--- config.mk ---
export PLATFORM = sky130hd
export DESIGN_NAME = bp_me_wb_bridge
export DESIGN_NICKNAME = d
export VERILOG_FILES = /design/src/rtl/bp_me_wb_bridge.sv
export SDC_FILE = /design/constraint.sdc
export NUM_CORES = 2
export LEC_CHECK = 0
export BUFFER_PORTS_ARGS = -buffer_cell sky130_fd_sc_hd__buf_2
export CORE_AREA = 2 2 711 713
export DETAILED_ROUTE_END_ITERATION = 10
export DIE_AREA = 0 0 713 715
export PLACE_DENSITY = 0.3
export SETUP_SLACK_MARGIN = 0.1
export SLEW_MARGIN = 20
export SYNTH_ARGS = -nofsm -noshare
export SYNTH_HDL_FRONTEND = slang
export SYNTH_SLANG_ARGS = --single-unit
export TNS_END_PERCENT = 20
--- constraint.sdc ---
create_clock -name clk_i -period 60.4 [get_ports clk_i]
set_input_delay 12.08 -clock clk_i [delete_from_list [all_inputs] [get_ports clk_i]]
set_output_delay 12.08 -clock clk_i [all_outputs]
set_load 0.02 [all_outputs]
--- src/rtl/bp_me_wb_bridge.sv ---
`default_nettype none
// ============================================================================
// Module   : bp_me_wb_bridge
// Brief    : Round-robin multi-channel BedRock command to Wishbone B4 master;
//            block transfers become incrementing bursts. Optional abort on
//            missing ack via macro BP_WB_TIMEOUT_EN.
// Revision : 1.0
// ============================================================================
module bp_me_wb_bridge #(
  parameter int num_ch_p         = 2,
  parameter int paddr_width_p    = 40,
  parameter int block_width_p    = 512,
  parameter int wb_data_width_p  = 64,
  parameter int timeout_cycles_p = 1024
) (
  input  logic                                              clk_i,
  input  logic                                              reset_i,
  input  logic [num_ch_p-1:0]                               cmd_v_i,
  output logic [num_ch_p-1:0]                               cmd_ready_o,
  input  logic [num_ch_p-1:0]                               cmd_wr_i,
  input  logic [num_ch_p*3-1:0]                             cmd_size_i,
  input  logic [num_ch_p*paddr_width_p-1:0]                 cmd_addr_i,
  input  logic [num_ch_p*block_width_p-1:0]                 cmd_data_i,
  output logic [num_ch_p-1:0]                               resp_v_o,
  input  logic [num_ch_p-1:0]                               resp_yumi_i,
  output logic                                              resp_err_o,
  output logic [block_width_p-1:0]                          resp_data_o,
  output logic [paddr_width_p-$clog2(wb_data_width_p/8)-1:0] wbm_adr_o,
  output logic [wb_data_width_p-1:0]                        wbm_dat_o,
  input  logic [wb_data_width_p-1:0]                        wbm_dat_i,
  output logic [wb_data_width_p/8-1:0]                      wbm_sel_o,
  output logic                                              wbm_cyc_o,
  output logic                                              wbm_stb_o,
  output logic                                              wbm_we_o,
  output logic [2:0]                                        wbm_cti_o,
  output logic [1:0]                                        wbm_bte_o,
  input  logic                                              wbm_ack_i,
  input  logic                                              wbm_err_i
);

  localparam int c_wb_bytes  = wb_data_width_p / 8;
  localparam int c_wb_lg     = $clog2(c_wb_bytes);
  localparam int c_wadr_w    = paddr_width_p - c_wb_lg;
  localparam int c_max_beats = block_width_p / wb_data_width_p;
  localparam int c_beat_w    = (c_max_beats > 1) ? $clog2(c_max_beats) : 1;
  localparam int c_ch_w      = (num_ch_p > 1) ? $clog2(num_ch_p) : 1;
  localparam int c_off_w     = (c_wb_lg > 0) ? c_wb_lg : 1;
  localparam logic [2:0] c_wb_lg3   = 3'(c_wb_lg);
  localparam logic [2:0] c_max_size = 3'($clog2(block_width_p / 8));

  localparam logic [1:0] c_idle = 2'd0;
  localparam logic [1:0] c_bus  = 2'd1;
  localparam logic [1:0] c_resp = 2'd2;

  logic [1:0]                 r_state, w_state_nxt;
  logic [c_ch_w-1:0]          r_ptr, r_ch, w_gnt_ch;
  logic                       w_gnt_v, w_accept, w_timeout;
  logic                       r_wr, r_err;
  logic [2:0]                 r_size, w_acc_size;
  logic [c_off_w-1:0]         r_off, w_lane_mask;
  logic [block_width_p-1:0]   r_data, r_resp_data;
  logic [c_wadr_w-1:0]        r_adr, w_acc_adr;
  logic [c_beat_w-1:0]        r_beat, r_last, w_acc_last;
  logic [paddr_width_p-1:0]   w_acc_addr;
  logic [c_wb_bytes-1:0]      w_sel;
  logic [wb_data_width_p-1:0] w_dat;
  logic [2:0]                 w_cti;

  // First requester at or above the pointer wins; descending scan lets the
  // nearest one overwrite the others.
  always_comb begin
    w_gnt_v  = 1'b0;
    w_gnt_ch = '0;
    for (int k = num_ch_p - 1; k >= 0; k--) begin
      if (cmd_v_i[(int'(r_ptr) + k) % num_ch_p]) begin
        w_gnt_v  = 1'b1;
        w_gnt_ch = c_ch_w'((int'(r_ptr) + k) % num_ch_p);
      end
    end
  end

  assign w_accept   = (r_state == c_idle) && w_gnt_v;
  assign w_acc_addr = cmd_addr_i[w_gnt_ch*paddr_width_p +: paddr_width_p];
  assign w_acc_size = (cmd_size_i[w_gnt_ch*3 +: 3] > c_max_size) ? c_max_size
                                                                  : cmd_size_i[w_gnt_ch*3 +: 3];

  always_comb begin
    w_acc_last = '0;
    if (w_acc_size > c_wb_lg3)
      w_acc_last = c_beat_w'((32'd1 << (w_acc_size - c_wb_lg3)) - 32'd1);
  end

  // Bursts start on a boundary of their own size.
  assign w_acc_adr = w_acc_addr[paddr_width_p-1:c_wb_lg] & ~(c_wadr_w'(w_acc_last));

`ifdef BP_WB_TIMEOUT_EN
  localparam int c_tmo_w = $clog2(timeout_cycles_p + 1);
  logic [c_tmo_w-1:0] r_tmo;

  always_ff @(posedge clk_i or posedge reset_i) begin
    if (reset_i)
      r_tmo <= '0;
    else if (w_accept || wbm_ack_i || wbm_err_i)
      r_tmo <= '0;
    else if (r_state == c_bus)
      r_tmo <= r_tmo + 1'b1;
  end

  assign w_timeout = (r_state == c_bus) && !wbm_ack_i && !wbm_err_i &&
                     (r_tmo == c_tmo_w'(timeout_cycles_p - 1));
`else
  assign w_timeout = 1'b0;
`endif

  always_ff @(posedge clk_i or posedge reset_i) begin
    if (reset_i)
      r_state <= c_idle;
    else
      r_state <= w_state_nxt;
  end

  always_comb begin
    w_state_nxt = r_state;
    case (r_state)
      c_idle: if (w_gnt_v) w_state_nxt = c_bus;
      c_bus: begin
        if (wbm_err_i || w_timeout)
          w_state_nxt = c_resp;
        else if (wbm_ack_i && (r_beat == r_last))
          w_state_nxt = c_resp;
      end
      c_resp: if (resp_yumi_i[r_ch]) w_state_nxt = c_idle;
      default: w_state_nxt = c_idle;
    endcase
  end

  always_ff @(posedge clk_i or posedge reset_i) begin
    if (reset_i) begin
      r_ptr       <= '0;
      r_ch        <= '0;
      r_wr        <= 1'b0;
      r_size      <= '0;
      r_off       <= '0;
      r_data      <= '0;
      r_adr       <= '0;
      r_beat      <= '0;
      r_last      <= '0;
      r_err       <= 1'b0;
      r_resp_data <= '0;
    end else if (w_accept) begin
      r_ptr       <= (int'(w_gnt_ch) == num_ch_p - 1) ? '0 : w_gnt_ch + 1'b1;
      r_ch        <= w_gnt_ch;
      r_wr        <= cmd_wr_i[w_gnt_ch];
      r_size      <= w_acc_size;
      r_off       <= w_acc_addr[c_off_w-1:0];
      r_data      <= cmd_data_i[w_gnt_ch*block_width_p +: block_width_p];
      r_adr       <= w_acc_adr;
      r_beat      <= '0;
      r_last      <= w_acc_last;
      r_err       <= 1'b0;
      r_resp_data <= '0;
    end else if (r_state == c_bus) begin
      if (wbm_err_i || w_timeout) begin
        r_err <= 1'b1;
      end else if (wbm_ack_i) begin
        if (!r_wr)
          r_resp_data[r_beat*wb_data_width_p +: wb_data_width_p] <= wbm_dat_i;
        r_beat <= r_beat + 1'b1;
        r_adr  <= r_adr + 1'b1;
      end
    end
  end

  // Sub-word beats select the aligned lane group and mirror the low bytes
  // of the command data into every lane.
  always_comb begin
    w_lane_mask = (c_off_w'(1) << r_size) - 1'b1;
    w_sel       = '1;
    w_dat       = r_data[r_beat*wb_data_width_p +: wb_data_width_p];
    if (r_size < c_wb_lg3) begin
      for (int j = 0; j < c_wb_bytes; j++) begin
        w_sel[j]        = (((c_off_w'(j) ^ r_off) >> r_size) == '0);
        w_dat[8*j +: 8] = r_data[8*(c_off_w'(j) & w_lane_mask) +: 8];
      end
    end
  end

  always_comb begin
    if (r_last == '0)
      w_cti = 3'b000;
    else if (r_beat == r_last)
      w_cti = 3'b111;
    else
      w_cti = 3'b010;
  end

  always_comb begin
    cmd_ready_o = '0;
    resp_v_o    = '0;
    resp_err_o  = 1'b0;
    wbm_cyc_o   = 1'b0;
    wbm_stb_o   = 1'b0;
    wbm_we_o    = 1'b0;
    wbm_sel_o   = '0;
    wbm_cti_o   = 3'b000;
    wbm_adr_o   = '0;
    wbm_dat_o   = '0;
    case (r_state)
      c_idle: if (w_gnt_v && !reset_i) cmd_ready_o[w_gnt_ch] = 1'b1;
      c_bus: begin
        wbm_cyc_o = 1'b1;
        wbm_stb_o = 1'b1;
        wbm_we_o  = r_wr;
        wbm_sel_o = w_sel;
        wbm_cti_o = w_cti;
        wbm_adr_o = r_adr;
        wbm_dat_o = w_dat;
      end
      c_resp: begin
        resp_v_o[r_ch] = 1'b1;
        resp_err_o     = r_err;
      end
      default: ;
    endcase
  end

  assign resp_data_o = r_resp_data;
  assign wbm_bte_o   = 2'b00;

endmodule
`default_nettype wire

Yosys cells after proc, flatten, opt, wreduce, memory -nomap -nowiden
Index checks and enable logic that the tools add are counted.
Operators by class
  $add $sub $neg: 8
  multipliers: 2
  magnitude comparators: 9
  equality and inequality tests: 8
  shift-type cells: 23
  muxes and demuxes: 56
  bitwise gates (word level): 10
  reduce and logical (&&, ||, !) cells: 23
Operators by type and width (number)
  $mux 512: 5
  $shiftx 512x7->8: 4
  $shiftx 1024x11->512: 1
  $shiftx 512x6->8: 2
  $bwmux 512: 1
  $shift 64x34->512 const A: 1
  $shiftx 512x10->64: 1
  $shiftx 512x5->8: 1
  $shiftx 64x34->512: 1
  $mux 37: 5
  $mux 64: 2
  $shiftx 80x8->40: 1
  $add 37x1->37 const B: 1
  $and 37x37->37: 1
  $not 3->37: 1
  $neg 9->34: 1
  $logic_not 3->1: 9
  $mux 3: 9
  $shr 3x3->3: 8
  $mux 1: 22
  $mux 8: 2
  $mux 2: 7
  $lt 1x2->1 const B: 3
  $ne 2x2->1 const B: 3
  other kinds (31): 47
Storage, ports and cells
  register bits after elaboration: 1079

Logic depth before layout (Yosys ltp)
  depth after elaboration: 18
  gate-level depth with buffers: 13
  mapped depth without buffers: 8

Worst setup path after synthesis
Ideal clock, no wire load.
  kind: in2out
  start: input port reset_i
  end: output port cmd_ready_o[0]
  arrival: 36169 ps
  path slack: 12151 ps
  stages: 2
  cells stage by stage: inv_1 -> and2_1
On the way
  word-level cells in the longest chain between the ends: 4
Ends and longest elaborated chain
  start, declared: RTL line 17  | input logic reset_i,
  $logic_not 1->1: RTL line 209  | c_idle: if (w_gnt_v && !reset_i) cmd_ready_o[w_gnt_ch] = 1'b1;
  $logic_and 1x1->1: RTL line 209
  $mux 2: RTL line 209
  $mux 2: RTL line 208  | case (r_state)
  end, declared: RTL line 19  | output logic [num_ch_p-1:0] cmd_ready_o,
Every way passes these cells.

Worst setup path in the final report
  start: input port cmd_v_i[1]
  end: output port cmd_ready_o[0]
On the way
  word-level cells in the longest chain between the ends: 11
Ends and longest elaborated chain
  start, declared: RTL line 18  | input logic [num_ch_p-1:0] cmd_v_i,
  $mux 1 (not written as such) (3 in a row): RTL line 75  | if (cmd_v_i[(int'(r_ptr) + k) % num_ch_p]) begin
  $mux 1 (2 in a row): RTL line 75
  $lt 1x2->1 (not written as such) / $ge 1x1->1 (equally long branches): RTL line 209
  $logic_and 1x1->1 (not written as such): RTL line 209
  $mux 1 (not written as such): RTL line 209
  $demux 1 s1: RTL line 209
  $mux 2 (*): RTL line 209
  $mux 2 (*): RTL line 208
Every way passes the cells marked *; elsewhere a longest branch is shown, timed or not. The select of a mux whose other input is x is not followed.

==> key figures <==
Run status
  – Status: finished, violations left
  – Failing checks: DRC

Clock tree
  – CTS Root Cell: clkbuf_16
  – CTS tree: yes
  – H-tree depth: 4
  – CTS buffer count: approximately 160
  – CTS resizes: 0
  – CTS Buffer Depth: 4
  – Hold-fix buffers, CTS: 0
  – # Post-CTS Setup Buffers: 0
  – Clock sink total: around 1100
  – Clk Latency, worst-skew pair: roughly 0.87 ns
  – Clk slew on worst S/H paths: 0.05 ns

Floorplanning
  – Num rows: 261
  – CORE AREA: 503000 um^2
  – Die X: 713 um
  – # IOs: ~1800
  – Total Die Area: roughly 510000 um^2
  – Starting Density: under 10%
  – Overall die height: 715 um

Placement
  – Buffers on Ports: about 1800
  – Placed cells: roughly 13000
  – Global placement routability congestion: around 0.90
  – Post-DP Area: approximately 66000 um^2
  – DP Wirelength: around 370 mm
  – Placement Setup Slack: about 35 ns

Yosys
  – Top cells by count, synth: dfrtp_1, nand2_1, inv_1
  – Count leader, synth: dfrtp_1
  – Async set-or-reset flop fraction in the synthesized netlist: 100%
  – Main synth FF type: dfrtp_1
  – Synth top area share: ~54%
  – Area leader, netlist: dfrtp_1
  – Flops & latches, synth: 1078
  – Yosys warns: 0
  – Mapped cell area: slightly below 50000 um^2
  – Sequential share of the synthesized area: about 54%
  – Mapped Cells: about 4800
  – Syn Area/Cell: just over 10 um^2
  – Synth cell types: 73
  – EDFF count, synth: 0
  – Synth area leaders: dfrtp_1, a222oi_1, mux4_2

STA
  – Setup TNS: 0 ns
  – Fin. Hold Viols: 0
  – Final Worst Setup Slack: between 30 and 40 ns
  – Slew Viols, Final: 0
  – # setup viols final: 0
  – Worst Skew: roughly 0.07 ns
  – Fmax: approximately 0.039 GHz
  – Slew at the pin closest to its max-slew limit: around 1.3 ns
  – Rel. slew slack: ~14%
  – Final worst-path cycle share: 42.1%
  – Post-route minimum period: 25.45 ns
  – Unrepaired setup endpoints after global routing: no

Layout
  – Layout Nets: roughly 7600
  – FILL cells: 57500
  – Non-filler cells, final: between 10000 and 15000
  – Layout cells sized above 1: a little over a third
  – Fin area: between 70000 and 80000 um^2
  – Layout area overhead: 44.5%

Worst setup path
  – CP endpoint kind: output pin
  – Critical Path AT: about 13 ns
  – Critical path launch point type: input port
  – Required time worst endpoint: just under 50 ns
  – Critical path class: input port to output pin
  – Crit-path max FO: 38

Global route
  – GRT Util Overall: roughly 17%
  – Antenna violations before repair: approximately 350
  – Vias in the first global route: 49400
  – Met2 Track Usage GR: around a third
  – Largest net degree at the start of global routing: 137
  – M1 GR Usage: between 10% and 20%
  – Most used routing layer in global routing: met2
  – First-pass GRT wire length: roughly 560 mm
  – Met3 Use GR: approximately 4.3%
  – Congestion Overflow GR: 0

Power
  – Pwr dens: 49.0 nW/um^2
  – Static leakage: around 34 nW
  – Peak supply drop: between 0.02 and 0.025 mV

Drt
  – Via count: approximately 50000
  – Post-route ant nets: 0
  – Post-DR vias/cell: roughly 3.7
  – Number of DRC markers in iteration 0: approximately 6000
  – # DRC: 9
  – Drt first pass iters: 11
  – Final WL: around 450 mm
  – Routed wire per std cell: roughly 33 um

Min path
  – Worst min path class: flop to flop

Run
  – Max-Cap Viols: 0
[layout make-up]
cell class | count | area [um^2] | area share [%]
flip-flops and latches | 1078 | 27000 | 37.6
multi-input cells | 2676 | 18700 | 26.0
repair buffers | 1945 | 10100 | 14.1
well taps | 6706 | 8390 | 11.7
clock buffers | 230 | 4610 | 6.42
inverters | 530 | 2000 | 2.79
diodes | 222 | 556 | 0.774
clock inverters | 35 | 472 | 0.657
[cells in the final DEF, fill, tap and decap left out, types with 7 or more instances in the layout]
master and instances:
buf_2 1815, dfrtp_1 1075, nand2_1 759, inv_1 526
a222oi_1 520, nand3_1 357, diode_2 222, o21ai_1 177
o21ai_0 163, clkbuf_16 159, mux4_2 128, buf_4 125
a22o_1 103, nor2_1 61, a21oi_1 55, a31oi_1 54
and2_1 41, clkbuf_8 36, clkbuf_1 35, a22oi_1 21
mux2i_1 19, a211oi_1 13, nor3_1 12, clkinv_2 12
nor2b_1 11, and3_1 10, a2bb2oi_1 10, or3_1 10
mux2_2 10, nand4_1 8, bufinv_16 8, inv_6 7
[metal layers]
layer | wire, um | up-vias | share of wire, %
li1 | - | 21000 | -
met1 | 150000 | 25200 | 34
met2 | 242000 | 2592 | 54
met3 | 31000 | 856 | 6.9
met4 | 23600 | 146 | 5.3
met5 | 985 | - | 0.22
[critical path, stage by stage]
cell	delay, ns
buf_2	0.14
nand2_1	0.08
and3_4	0.67
and2_1	0.21
buf_2	0.17
[per-stage QoR]
step | hold slack (ns) | utilization (%) | power, mW
6_report | 0.478 | 14.3 | 3.51
5_1_grt | 0.502 | 14.2 | 3.70
4_1_cts | 0.484 | 14.2 | 3.64
3_5_place_dp | 0.471 | 13.1 | 2.64
3_3_place_gp | 0.461 | 13.1 | 2.63
2_1_floorplan | 0.451 | - | 1.78
[sequential cells by signal, summed over array words and instances, names as in the netlist, 2 cells and up]
name         count
r_size           2
r_state          2
r_beat           3
r_off            3
r_adr           37
r_last           3
r_data         512
resp_data_o    512
[power breakdown]
| part | leakage (nW) | internal (mW) | switching, mW |
|---|---|---|---|
| Sequential | 14.2 | 0.920 | 0.216 |
| Clock | 2.49 | 0.561 | 0.395 |
| Combinational | 17.8 | 0.434 | 0.988 |
[cell families (layout without fill, tap and decap cells)]
logic type	Yosys count	after routing	share of synthesized area [%]
compound gates	1176	1176	18.6
xor+xnor	9	9	0.159
fa+ha+maj	4	4	0.101
buf+inv	1041	2740	8.53
flops	1078	1078	54.3
mux	157	157	6.41
other cells	1	224	0.00755
simple gates	1328	1328	11.9
[worst paths after layout]
check                                             start                            to  slack [ns]  cells after the start
max in group asynchronous                       reset_i       r_data[287]$_DFFE_PP0P_       43.83                      8
setup reg to reg                 r_state[0]$_DFFE_PP0P_       r_data[486]$_DFFE_PP0P_       54.84                      9
hold / removal             resp_data_o[210]$_DFFE_PP0P_  resp_data_o[210]$_DFFE_PP0P_        0.48                      2
hold reg to reg            resp_data_o[210]$_DFFE_PP0P_  resp_data_o[210]$_DFFE_PP0P_        0.48                      2
setup / recovery                             cmd_v_i[1]                cmd_ready_o[0]       34.95                      5
min in group asynchronous                       reset_i             r_ptr$_DFFE_PP0P_       11.28                      2
(Power assumes the default switching activity.)
